===== config.mk =====
export PLATFORM = sky130hd
export DESIGN_NAME = id_queue_stage_flat
export DESIGN_NICKNAME = d
export VERILOG_FILES = /design/src/rtl/id_queue_stage_if.sv /design/src/rtl/id_queue_stage.sv /design/src/flat_wrapper.sv
export SDC_FILE = /design/constraint.sdc
export NUM_CORES = 1
export LEC_CHECK = 0
export ABC_AREA = 1
export CAP_MARGIN = 10
export CELL_PAD_IN_SITES_DETAIL_PLACEMENT = 0
export CELL_PAD_IN_SITES_GLOBAL_PLACEMENT = 2
export CORE_MARGIN = 2
export CORE_UTILIZATION = 26
export CTS_CLUSTER_SIZE = 10
export DETAILED_ROUTE_END_ITERATION = 7
export PLACE_DENSITY_LB_ADDON = 0.1
export SYNTH_ARGS = -nofsm -noshare
export SYNTH_HDL_FRONTEND = slang
export SYNTH_SLANG_ARGS = --single-unit

===== constraint.sdc =====
create_clock -name clk -period 8.5 [get_ports clk]
set_input_delay 1.275 -clock clk [delete_from_list [all_inputs] [get_ports clk]]
set_output_delay 1.275 -clock clk [all_outputs]
set_load 0.03 [all_outputs]

===== src/rtl/id_queue_stage_if.sv =====
// Fetch-side and execute-side handshake bundle of the decode queue stage.
// The stage itself connects through the slave modport; the driver of both sides uses master.
interface id_queue_stage_if #(
  parameter int PC_W  = 12,
  parameter int DEPTH = 2
) ();
  localparam int CNT_W = $clog2(DEPTH + 1);

  logic             enable_in;
  logic             in_valid;
  logic             in_ready;
  logic [PC_W-1:0]  pc_in;
  logic [11:0]      instr_in;
  logic [3:0]       instr_set_in;
  logic             stall_in;
  logic             flush_in;
  logic             out_valid;
  logic             out_ready;
  logic [PC_W-1:0]  pc_out;
  logic [11:0]      instr_out;
  logic [3:0]       instr_set_out;
  logic [3:0]       bcc_out;
  logic [3:0]       tgt_gp_out;
  logic [3:0]       tgt_sr_out;
  logic [3:0]       src_gp_out;
  logic [3:0]       src_sr_out;
  logic             imm_en_out;
  logic             imm_hilo_out;
  logic             sgn_en_out;
  logic [5:0]       imm_val_out;
  logic [5:0]       off_out;
  logic [CNT_W-1:0] count_out;

  modport slave (
    input  enable_in, in_valid, pc_in, instr_in, instr_set_in, stall_in, flush_in, out_ready,
    output in_ready, out_valid, pc_out, instr_out, instr_set_out, bcc_out, tgt_gp_out,
           tgt_sr_out, src_gp_out, src_sr_out, imm_en_out, imm_hilo_out, sgn_en_out,
           imm_val_out, off_out, count_out
  );

  modport master (
    output enable_in, in_valid, pc_in, instr_in, instr_set_in, stall_in, flush_in, out_ready,
    input  in_ready, out_valid, pc_out, instr_out, instr_set_out, bcc_out, tgt_gp_out,
           tgt_sr_out, src_gp_out, src_sr_out, imm_en_out, imm_hilo_out, sgn_en_out,
           imm_val_out, off_out, count_out
  );
endinterface


===== src/rtl/id_queue_stage.sv =====
// Decode stage feeding a DEPTH-entry FIFO of decoded bundles; 1-cycle enqueue-to-output latency, no bypass.
// Backpressure: in_ready depends only on occupancy (a full queue refuses even on a same-cycle dequeue).
module id_queue_stage #(
  parameter int PC_W  = 12,
  parameter int DEPTH = 2
) (
  input  logic           clk,
  input  logic           rst,
  id_queue_stage_if.slave q
);
  localparam int CNT_W = $clog2(DEPTH + 1);
  localparam int PTR_W = (DEPTH > 1) ? $clog2(DEPTH) : 1;

  localparam logic [3:0] ISET_R     = 4'd0;
  localparam logic [3:0] ISET_I     = 4'd1;
  localparam logic [3:0] ISET_S     = 4'd2;
  localparam logic [3:0] ISET_RS    = 4'd3;
  localparam logic [3:0] ISET_IS    = 4'd4;
  localparam logic [3:0] OPC_NOP    = 4'h0;
  localparam logic [3:0] OPC_I_Li   = 4'h1;
  localparam logic [3:0] OPC_IS_Lis = 4'h1;

  typedef struct packed {
    logic [PC_W-1:0] pc;
    logic [11:0]     instr;
    logic [3:0]      iset;
    logic [3:0]      bcc;
    logic [3:0]      tgt_gp;
    logic [3:0]      tgt_sr;
    logic [3:0]      src_gp;
    logic [3:0]      src_sr;
    logic            imm_en;
    logic            imm_hilo;
    logic            sgn_en;
    logic [5:0]      imm_val;
    logic [5:0]      off;
  } bundle_t;

  // Ops 1..B are ALU ops reading the target as left operand; C..F are branches; loads-immediate only write.
  function automatic logic reg_tgt_read_fn(input logic [3:0] set, input logic [3:0] op);
    logic imm_load;
    imm_load = (set == ISET_I && op == OPC_I_Li) || (set == ISET_IS && op == OPC_IS_Lis);
    return (op != OPC_NOP) && (op < 4'hC) && !imm_load;
  endfunction

  // Only the register-register sets take a second register; immediate sets use the immediate instead.
  function automatic logic reg_src_read_fn(input logic [3:0] set, input logic [3:0] op);
    return (set == ISET_R || set == ISET_RS) && (op != OPC_NOP) && (op < 4'hC);
  endfunction

  function automatic logic [PTR_W-1:0] wrap_inc(input logic [PTR_W-1:0] p);
    return (p == PTR_W'(DEPTH - 1)) ? '0 : p + 1'b1;
  endfunction

  bundle_t          mem [DEPTH];
  bundle_t          dec;
  bundle_t          hd;
  bundle_t          shown;
  logic [PTR_W-1:0] head, tail;
  logic [CNT_W-1:0] count;
  logic [3:0]       op, set;
  logic             enq, deq, ready, valid;

  always_comb begin
    op  = q.instr_in[11:8];
    set = q.instr_set_in;
    dec = '0;
    dec.pc       = q.pc_in;
    dec.iset     = set;
    dec.instr    = (op == OPC_NOP) ? 12'h000 : q.instr_in;
    dec.bcc      = dec.instr[7:4];
    if (set == ISET_S) begin
      dec.tgt_sr = dec.instr[7:4];
      dec.src_sr = dec.instr[3:0];
    end else begin
      if (reg_tgt_read_fn(set, op)) dec.tgt_gp = dec.instr[7:4];
      if (reg_src_read_fn(set, op)) dec.src_gp = dec.instr[3:0];
    end
    dec.imm_hilo = dec.instr[7];
    dec.imm_val  = dec.instr[5:0];
    dec.off      = dec.instr[5:0];
    dec.sgn_en   = (set == ISET_RS) || (set == ISET_IS);
    dec.imm_en   = ((set == ISET_I) || (set == ISET_IS))
                 && !(set == ISET_I && op == OPC_I_Li)
                 && !(set == ISET_IS && op == OPC_IS_Lis);
  end

  assign ready = q.enable_in && (count < CNT_W'(DEPTH));
  assign valid = q.enable_in && (count != '0) && !q.stall_in;
  assign enq   = q.enable_in && q.in_valid && ready && !q.flush_in;
  assign deq   = q.enable_in && valid && q.out_ready && !q.flush_in;

  always_ff @(posedge clk or posedge rst) begin
    if (rst) begin
      count <= '0;
      head  <= '0;
      tail  <= '0;
    end else if (q.enable_in && q.flush_in) begin
      count <= '0;
      head  <= '0;
      tail  <= '0;
    end else begin
      if (enq) tail <= wrap_inc(tail);
      if (deq) head <= wrap_inc(head);
      if (enq && !deq)      count <= count + 1'b1;
      else if (deq && !enq) count <= count - 1'b1;
    end
  end

  always_ff @(posedge clk) begin
    if (enq) mem[tail] <= dec;
  end

  // A stalled head keeps its pc and set visible so execute can see what is being held.
  always_comb begin
    hd    = mem[head];
    shown = '0;
    shown.iset = ISET_R;
    if (count != '0) begin
      if (q.stall_in) begin
        shown.pc   = hd.pc;
        shown.iset = hd.iset;
      end else begin
        shown = hd;
      end
    end
  end

  assign q.in_ready      = ready;
  assign q.out_valid     = valid;
  assign q.count_out     = count;
  assign q.pc_out        = shown.pc;
  assign q.instr_out     = shown.instr;
  assign q.instr_set_out = shown.iset;
  assign q.bcc_out       = shown.bcc;
  assign q.tgt_gp_out    = shown.tgt_gp;
  assign q.tgt_sr_out    = shown.tgt_sr;
  assign q.src_gp_out    = shown.src_gp;
  assign q.src_sr_out    = shown.src_sr;
  assign q.imm_en_out    = shown.imm_en;
  assign q.imm_hilo_out  = shown.imm_hilo;
  assign q.sgn_en_out    = shown.sgn_en;
  assign q.imm_val_out   = shown.imm_val;
  assign q.off_out       = shown.off;
endmodule


===== src/flat_wrapper.sv =====
// flat-port wrapper written by rule: the top's interface ports become plain ports
module id_queue_stage_flat 
#(
  parameter int PC_W  = 12,
  parameter int DEPTH = 2
)
  (clk, rst, q_enable_in, q_in_valid, q_pc_in, q_instr_in, q_instr_set_in, q_stall_in, q_flush_in, q_out_ready, q_in_ready, q_out_valid, q_pc_out, q_instr_out, q_instr_set_out, q_bcc_out, q_tgt_gp_out, q_tgt_sr_out, q_src_gp_out, q_src_sr_out, q_imm_en_out, q_imm_hilo_out, q_sgn_en_out, q_imm_val_out, q_off_out, q_count_out);
  id_queue_stage_if #(.PC_W(PC_W), .DEPTH(DEPTH)) q_i ();
  input  logic clk;
  input  logic rst;
  input wire logic [$bits(q_i.enable_in)-1:0] q_enable_in;
  input wire logic [$bits(q_i.in_valid)-1:0] q_in_valid;
  input wire logic [$bits(q_i.pc_in)-1:0] q_pc_in;
  input wire logic [$bits(q_i.instr_in)-1:0] q_instr_in;
  input wire logic [$bits(q_i.instr_set_in)-1:0] q_instr_set_in;
  input wire logic [$bits(q_i.stall_in)-1:0] q_stall_in;
  input wire logic [$bits(q_i.flush_in)-1:0] q_flush_in;
  input wire logic [$bits(q_i.out_ready)-1:0] q_out_ready;
  output wire logic [$bits(q_i.in_ready)-1:0] q_in_ready;
  output wire logic [$bits(q_i.out_valid)-1:0] q_out_valid;
  output wire logic [$bits(q_i.pc_out)-1:0] q_pc_out;
  output wire logic [$bits(q_i.instr_out)-1:0] q_instr_out;
  output wire logic [$bits(q_i.instr_set_out)-1:0] q_instr_set_out;
  output wire logic [$bits(q_i.bcc_out)-1:0] q_bcc_out;
  output wire logic [$bits(q_i.tgt_gp_out)-1:0] q_tgt_gp_out;
  output wire logic [$bits(q_i.tgt_sr_out)-1:0] q_tgt_sr_out;
  output wire logic [$bits(q_i.src_gp_out)-1:0] q_src_gp_out;
  output wire logic [$bits(q_i.src_sr_out)-1:0] q_src_sr_out;
  output wire logic [$bits(q_i.imm_en_out)-1:0] q_imm_en_out;
  output wire logic [$bits(q_i.imm_hilo_out)-1:0] q_imm_hilo_out;
  output wire logic [$bits(q_i.sgn_en_out)-1:0] q_sgn_en_out;
  output wire logic [$bits(q_i.imm_val_out)-1:0] q_imm_val_out;
  output wire logic [$bits(q_i.off_out)-1:0] q_off_out;
  output wire logic [$bits(q_i.count_out)-1:0] q_count_out;
  assign q_i.enable_in = q_enable_in;
  assign q_i.in_valid = q_in_valid;
  assign q_i.pc_in = q_pc_in;
  assign q_i.instr_in = q_instr_in;
  assign q_i.instr_set_in = q_instr_set_in;
  assign q_i.stall_in = q_stall_in;
  assign q_i.flush_in = q_flush_in;
  assign q_i.out_ready = q_out_ready;
  assign q_in_ready = q_i.in_ready;
  assign q_out_valid = q_i.out_valid;
  assign q_pc_out = q_i.pc_out;
  assign q_instr_out = q_i.instr_out;
  assign q_instr_set_out = q_i.instr_set_out;
  assign q_bcc_out = q_i.bcc_out;
  assign q_tgt_gp_out = q_i.tgt_gp_out;
  assign q_tgt_sr_out = q_i.tgt_sr_out;
  assign q_src_gp_out = q_i.src_gp_out;
  assign q_src_sr_out = q_i.src_sr_out;
  assign q_imm_en_out = q_i.imm_en_out;
  assign q_imm_hilo_out = q_i.imm_hilo_out;
  assign q_sgn_en_out = q_i.sgn_en_out;
  assign q_imm_val_out = q_i.imm_val_out;
  assign q_off_out = q_i.off_out;
  assign q_count_out = q_i.count_out;
  id_queue_stage #(.PC_W(PC_W), .DEPTH(DEPTH)) u_core (.clk(clk), .rst(rst), .q(q_i));
endmodule

### After elaboration in Yosys (flattened, before gate mapping)

Memory sizes are Yosys's and may differ from the RTL's.
Index checks and enable logic that the tools add are counted.

| storage, ports and cells | value |
|---|---|
| register bits after elaboration | 4 |
| memory bits (writable) | 126 |
| input port bits | 35 |
| output and inout bits | 67 |
| word-level logic and storage cells | 74 |
| memories | 1 |

| operators by class | value |
|---|---|
| add/subtract/negate cells | 4 |
| order comparisons | 2 |
| equal/unequal tests | 5 |
| mux-type cells | 21 |
| reduce and logical (&&, ||, !) cells | 38 |

Memory list:

| memory | depth | bits a word | read ports | clocked after Yosys merged registers in | wr ports | RTL line | RTL |
|---|---|---|---|---|---|---|---|
| u_core.mem | 2 | 63 | 1 | 0 | 1 | id_queue_stage.sv:55 | `bundle_t mem [DEPTH];` |

Operators with widths:

| cell | count |
|---|---|
| $mux 63 | 1 |
| $mux 35 | 1 |
| $mux 12 | 2 |
| $mux 4 | 6 |
| $logic_and 1x1->1 | 20 |
| $eq 4x1->1 const B | 2 |
| $eq 4x2->1 const B | 2 |
| $logic_not 4->1 | 2 |
| $mux 1 | 8 |
| $logic_not 1->1 | 7 |
| $mux 2 | 3 |
| $reduce_bool 2->1 | 3 |
| $eq 4x3->1 const B | 1 |
| $logic_or 1x1->1 | 4 |
| $lt 4x4->1 const B | 1 |
| $reduce_bool 4->1 | 1 |
| $reduce_bool 3->1 | 1 |
| $add 1x1->1 const B | 2 |
| $add 2x1->2 const B | 1 |
| $lt 2x2->1 const B | 1 |
| $sub 2x1->2 const B | 1 |

### Depth between registers and ports, before layout

| logic depth | value |
|---|---|
| depth in word-level cells | 10 |
| mapped depth | 9 |
| gate-level depth less buffers | 9 |

### Least setup slack after synthesis

No wires, ideal clock.

| path | value |
|---|---|
| path type | input to register |
| start point | input q_enable_in |
| end point | memory u_core.mem[0][12] (netlist name) (enable) |
| data arrival time | 3.936 ns |
| data required time | 8.050 ns |
| path slack | 4.114 ns |
| cell stages on the path | 4 |
| path through | inv_1 -> nor2_1 -> nand2_1 -> nor2_1 |

| on the way | value |
|---|---|
| word-level cells in the longest chain between the ends | 5 |
| elaborated cells between the ends (all ways) | 6 |
| those cells by class | 2 x mux; 4 x reduce/logical |

RTL lines:

| item | RTL line | RTL |
|---|---|---|
| start, declared | flat_wrapper.sv:11 | `input wire logic [$bits(q_i.enable_in)-1:0] q_enable_in;` |
| $logic_and 1x1->1 | id_queue_stage.sv:88 | `assign ready = q.enable_in && (count < CNT_W'(DEPTH));` |
| via q_in_ready | flat_wrapper.sv:19 | `output wire logic [$bits(q_i.in_ready)-1:0] q_in_ready;` |
| $logic_and 1x1->1 (2 in series) | id_queue_stage.sv:90 | `assign enq = q.enable_in && q.in_valid && ready && !q.flush_in;` |
| $mux 1 | id_queue_stage.sv:111 | `if (enq) mem[tail] <= dec;` |
| $mux 1 (implied by the code) | id_queue_stage.sv:111 |  |
| end, declared | id_queue_stage.sv:55 |  |

The timed path passes the listed nets, and every way through them passes these cells.

### Worst setup path after layout

| path | value |
|---|---|
| start point | input q_stall_in |
| end point | output q_bcc_out[0] |

| on the way | value |
|---|---|
| word-level cells in the longest chain between the ends | 2 |

RTL lines:

| item | RTL line | RTL |
|---|---|---|
| start, declared | flat_wrapper.sv:16 | `input wire logic [$bits(q_i.stall_in)-1:0] q_stall_in;` |
| $mux 35 | id_queue_stage.sv:120 | `if (q.stall_in) begin` |
| $mux 63 | id_queue_stage.sv:119 | `if (count != '0) begin` |
| end, declared | flat_wrapper.sv:24 | `output wire logic [$bits(q_i.bcc_out)-1:0] q_bcc_out;` |

No other way between the ends.

==> results.cfg <==
[drt]
wirelength_um = 10100
via_count = 3017
antenna_left = 0
dr.pass1.iters = 4
drtIter0Drc = 113
routedWlPerCell_um = 13.8
via_per_inst = 4.10
drcViolationCount = 0

[timing]
setup_slack_ns = 4.04
grt_setup_unrepaired = false
timing.max_slew.rel_slack = 0.389
min_period_over_period = 0.525
worstMarginPinSlew_ns = 0.915
clock.fmax_mhz = 224
min_period_ns = 4.46
slew_violations = 0
tns_ns = 0
setup_violations = 0
finClkSkew_ns = 0.00323
hold_viol = 0

[placed_design]
gp_congestion = 0.697
port_buffers = 101
dp_worst_setup_slack_ns = 3.95
dp_hpwl_um = 6060

[cts]
cts_resized = 0
post_cts_buffers = 0
clk_pin_slew_ns = 0.06
clk_latency_ns = 0.34
cts.sinks = 96
clk_path_buf_depth = 2
numCtsBuffers = 9
htreeDepth = 3
hold_buffers = 0
cts_tree = built
cts_root_buf = clkbuf_16

[setup_path]
reg2reg_depth = 8
cp-end-kind = output port
critPathKind = primary input to output port
worst-path-max-fanout = 32
arrival_ns = 3.18
startpoint_type = primary input
cp.required_ns = 7.22

[power]
pwr-share-clk = 0.327
power_leakage_nw = 2.41
vdd_drop_max_uv = 106
power_frac_seq = 0.423
power.internal_mw = 0.908
p_per_area_mw_per_mm2 = 224
p_switching_mw = 0.381
power_frac_comb = 0.250
p_sw_frac = 0.296

[yosys]
syn_avg_cell_area_um2 = 10.1
yosysWarnings = 0
yosysSeqAreaShare = 0.656
synth_area_mm2 = 0.00436
synth-seq-cells = 96
synth_fp_nets = 467
syn-instance-count = 431
synth_cell_types = 23

[min_path]
hp-class = register to register
hold_path_depth = 1

[floorplan]
coreArea_mm2 = 0.0165
ios = 102
die-area_mm2 = 0.0178
fp-row-count = 47
die_y_um = 134
initial_core_util = 0.264
die_w_um = 134

[global_route]
antenna_found_initial = 0
grt_pass1_wl_um = 16000
track_usage = 0.118
grt_max_degree = 49
grt_pass1_vias = 2972
overflow = 0

[status]
status = finished clean

[cells_and_area]
final_common_cell = nand2_1
diodes = 0
fillCellCount = 1671
final_cell_mix = 178 x nand2_1, 101 x clkdlybuf4s50_1, 92 x edfxtp_1
nNetsFinal = 547
syn_to_final_growth_pct = 31.8
layout-drive-gt1-share = 0.0777

[job]
max_cap_violations = 0
[layer usage]
metal	GRT usage	routed length, um	up-vias
met4	0.0514	182	0
li1	-	-	1502
met1	0.156	4800	1441
met5	0	0	-
met2	0.190	4800	62
met3	0.0228	336	12
[synthesized netlist by cell type]
| library cell | n | area share |
|---|---|---|
| nor2_8 | 1 | 0.0046 |
| nor3_1 | 1 | 0.0011 |
| nor2_2 | 1 | 0.0014 |
| nand3_1 | 4 | 0.0046 |
| a21oi_1 | 9 | 0.010 |
| inv_1 | 52 | 0.045 |
| edfxtp_1 | 92 | 0.63 |
| nand4_1 | 1 | 0.0014 |
| nand2_1 | 178 | 0.15 |
| clkbuf_1 | 4 | 0.0034 |
| a21boi_0 | 1 | 0.0017 |
| o21ai_0 | 3 | 0.0034 |
| nand2_2 | 6 | 0.0086 |
| inv_2 | 1 | 0.00086 |
| buf_2 | 7 | 0.0080 |
| ha_1 | 1 | 0.0029 |
| buf_6 | 3 | 0.0077 |
| a21oi_2 | 10 | 0.020 |
| dfrtp_1 | 4 | 0.023 |
| nor2_1 | 29 | 0.025 |
| buf_4 | 21 | 0.036 |
| nor2_4 | 1 | 0.0026 |
| nand3_2 | 1 | 0.0023 |
[critical path: stages]
cell             delay (ns)
clkdlybuf4s50_1        0.51
nor2_8                 0.49
nand2_1                0.10
inv_1                  0.12
clkdlybuf4s50_1        0.68
[path summary, 6_finish.rpt]
kind                                            start               endpoint  slack, ns
worst max-delay path                       q_stall_in           q_bcc_out[0]       4.04
worst min-delay path                      u_core.tail            u_core.tail       0.58
max in group asynchronous                         rst            u_core.head       7.20
worst min register to register            u_core.tail            u_core.tail       0.58
worst max register to register  u_core.q.count_out[1]  u_core.q.count_out[1]       6.43
min in group asynchronous                         rst            u_core.tail       1.12
[power by group through the flow]
stage	logic, mW	clock network [mW]	registers, mW
finish	0.322	0.421	0.545
CTS	0.332	0.432	0.545
global route	0.351	0.452	0.547
detailed placement	0.330	0	0.556
floorplan	0.207	0	0.559
global placement	0.331	0	0.555
[metrics by stage]
step           cells  hold slack [ns]  instance area (um2)  total power, mW  utilization
4_1_cts          735            0.581                 5750             1.31        0.348
6_report         735            0.577                 5750             1.29        0.348
2_1_floorplan    431            0.483                 4360            0.766            -
3_5_place_dp     720            0.572                 5450            0.886        0.330
3_3_place_gp     720            0.559                 5450            0.886        0.330
5_1_grt          735            0.610                 5750             1.35        0.348
[layout make-up]
cell class,instances,area (um2),share of cell area
Sequential cell,96,2860,0.498
Multi-Input combinational cell,247,1080,0.187
Timing Repair Buffer,104,1030,0.180
Tap cell,220,275,0.0479
Clock buffer,11,233,0.0405
Inverter,53,199,0.0346
Clock inverter,4,70.1,0.0122
[sequential cells by signal, indices dropped and copies added (netlist names)]
signal and flops:
u_core.q.count_out 2, u_core.mem 92, u_core.tail 1, u_core.head 1
[kinds of logic after synthesis]
kind of cell / synth area share
AO/OA/AOI/OAI: 0.0355
adder cells (fa/ha/maj): 0.00287
buffers and inverters: 0.101
flip-flops: 0.656
AND/OR/NAND/NOR: 0.205
Power figures use the tool's default switching activity.
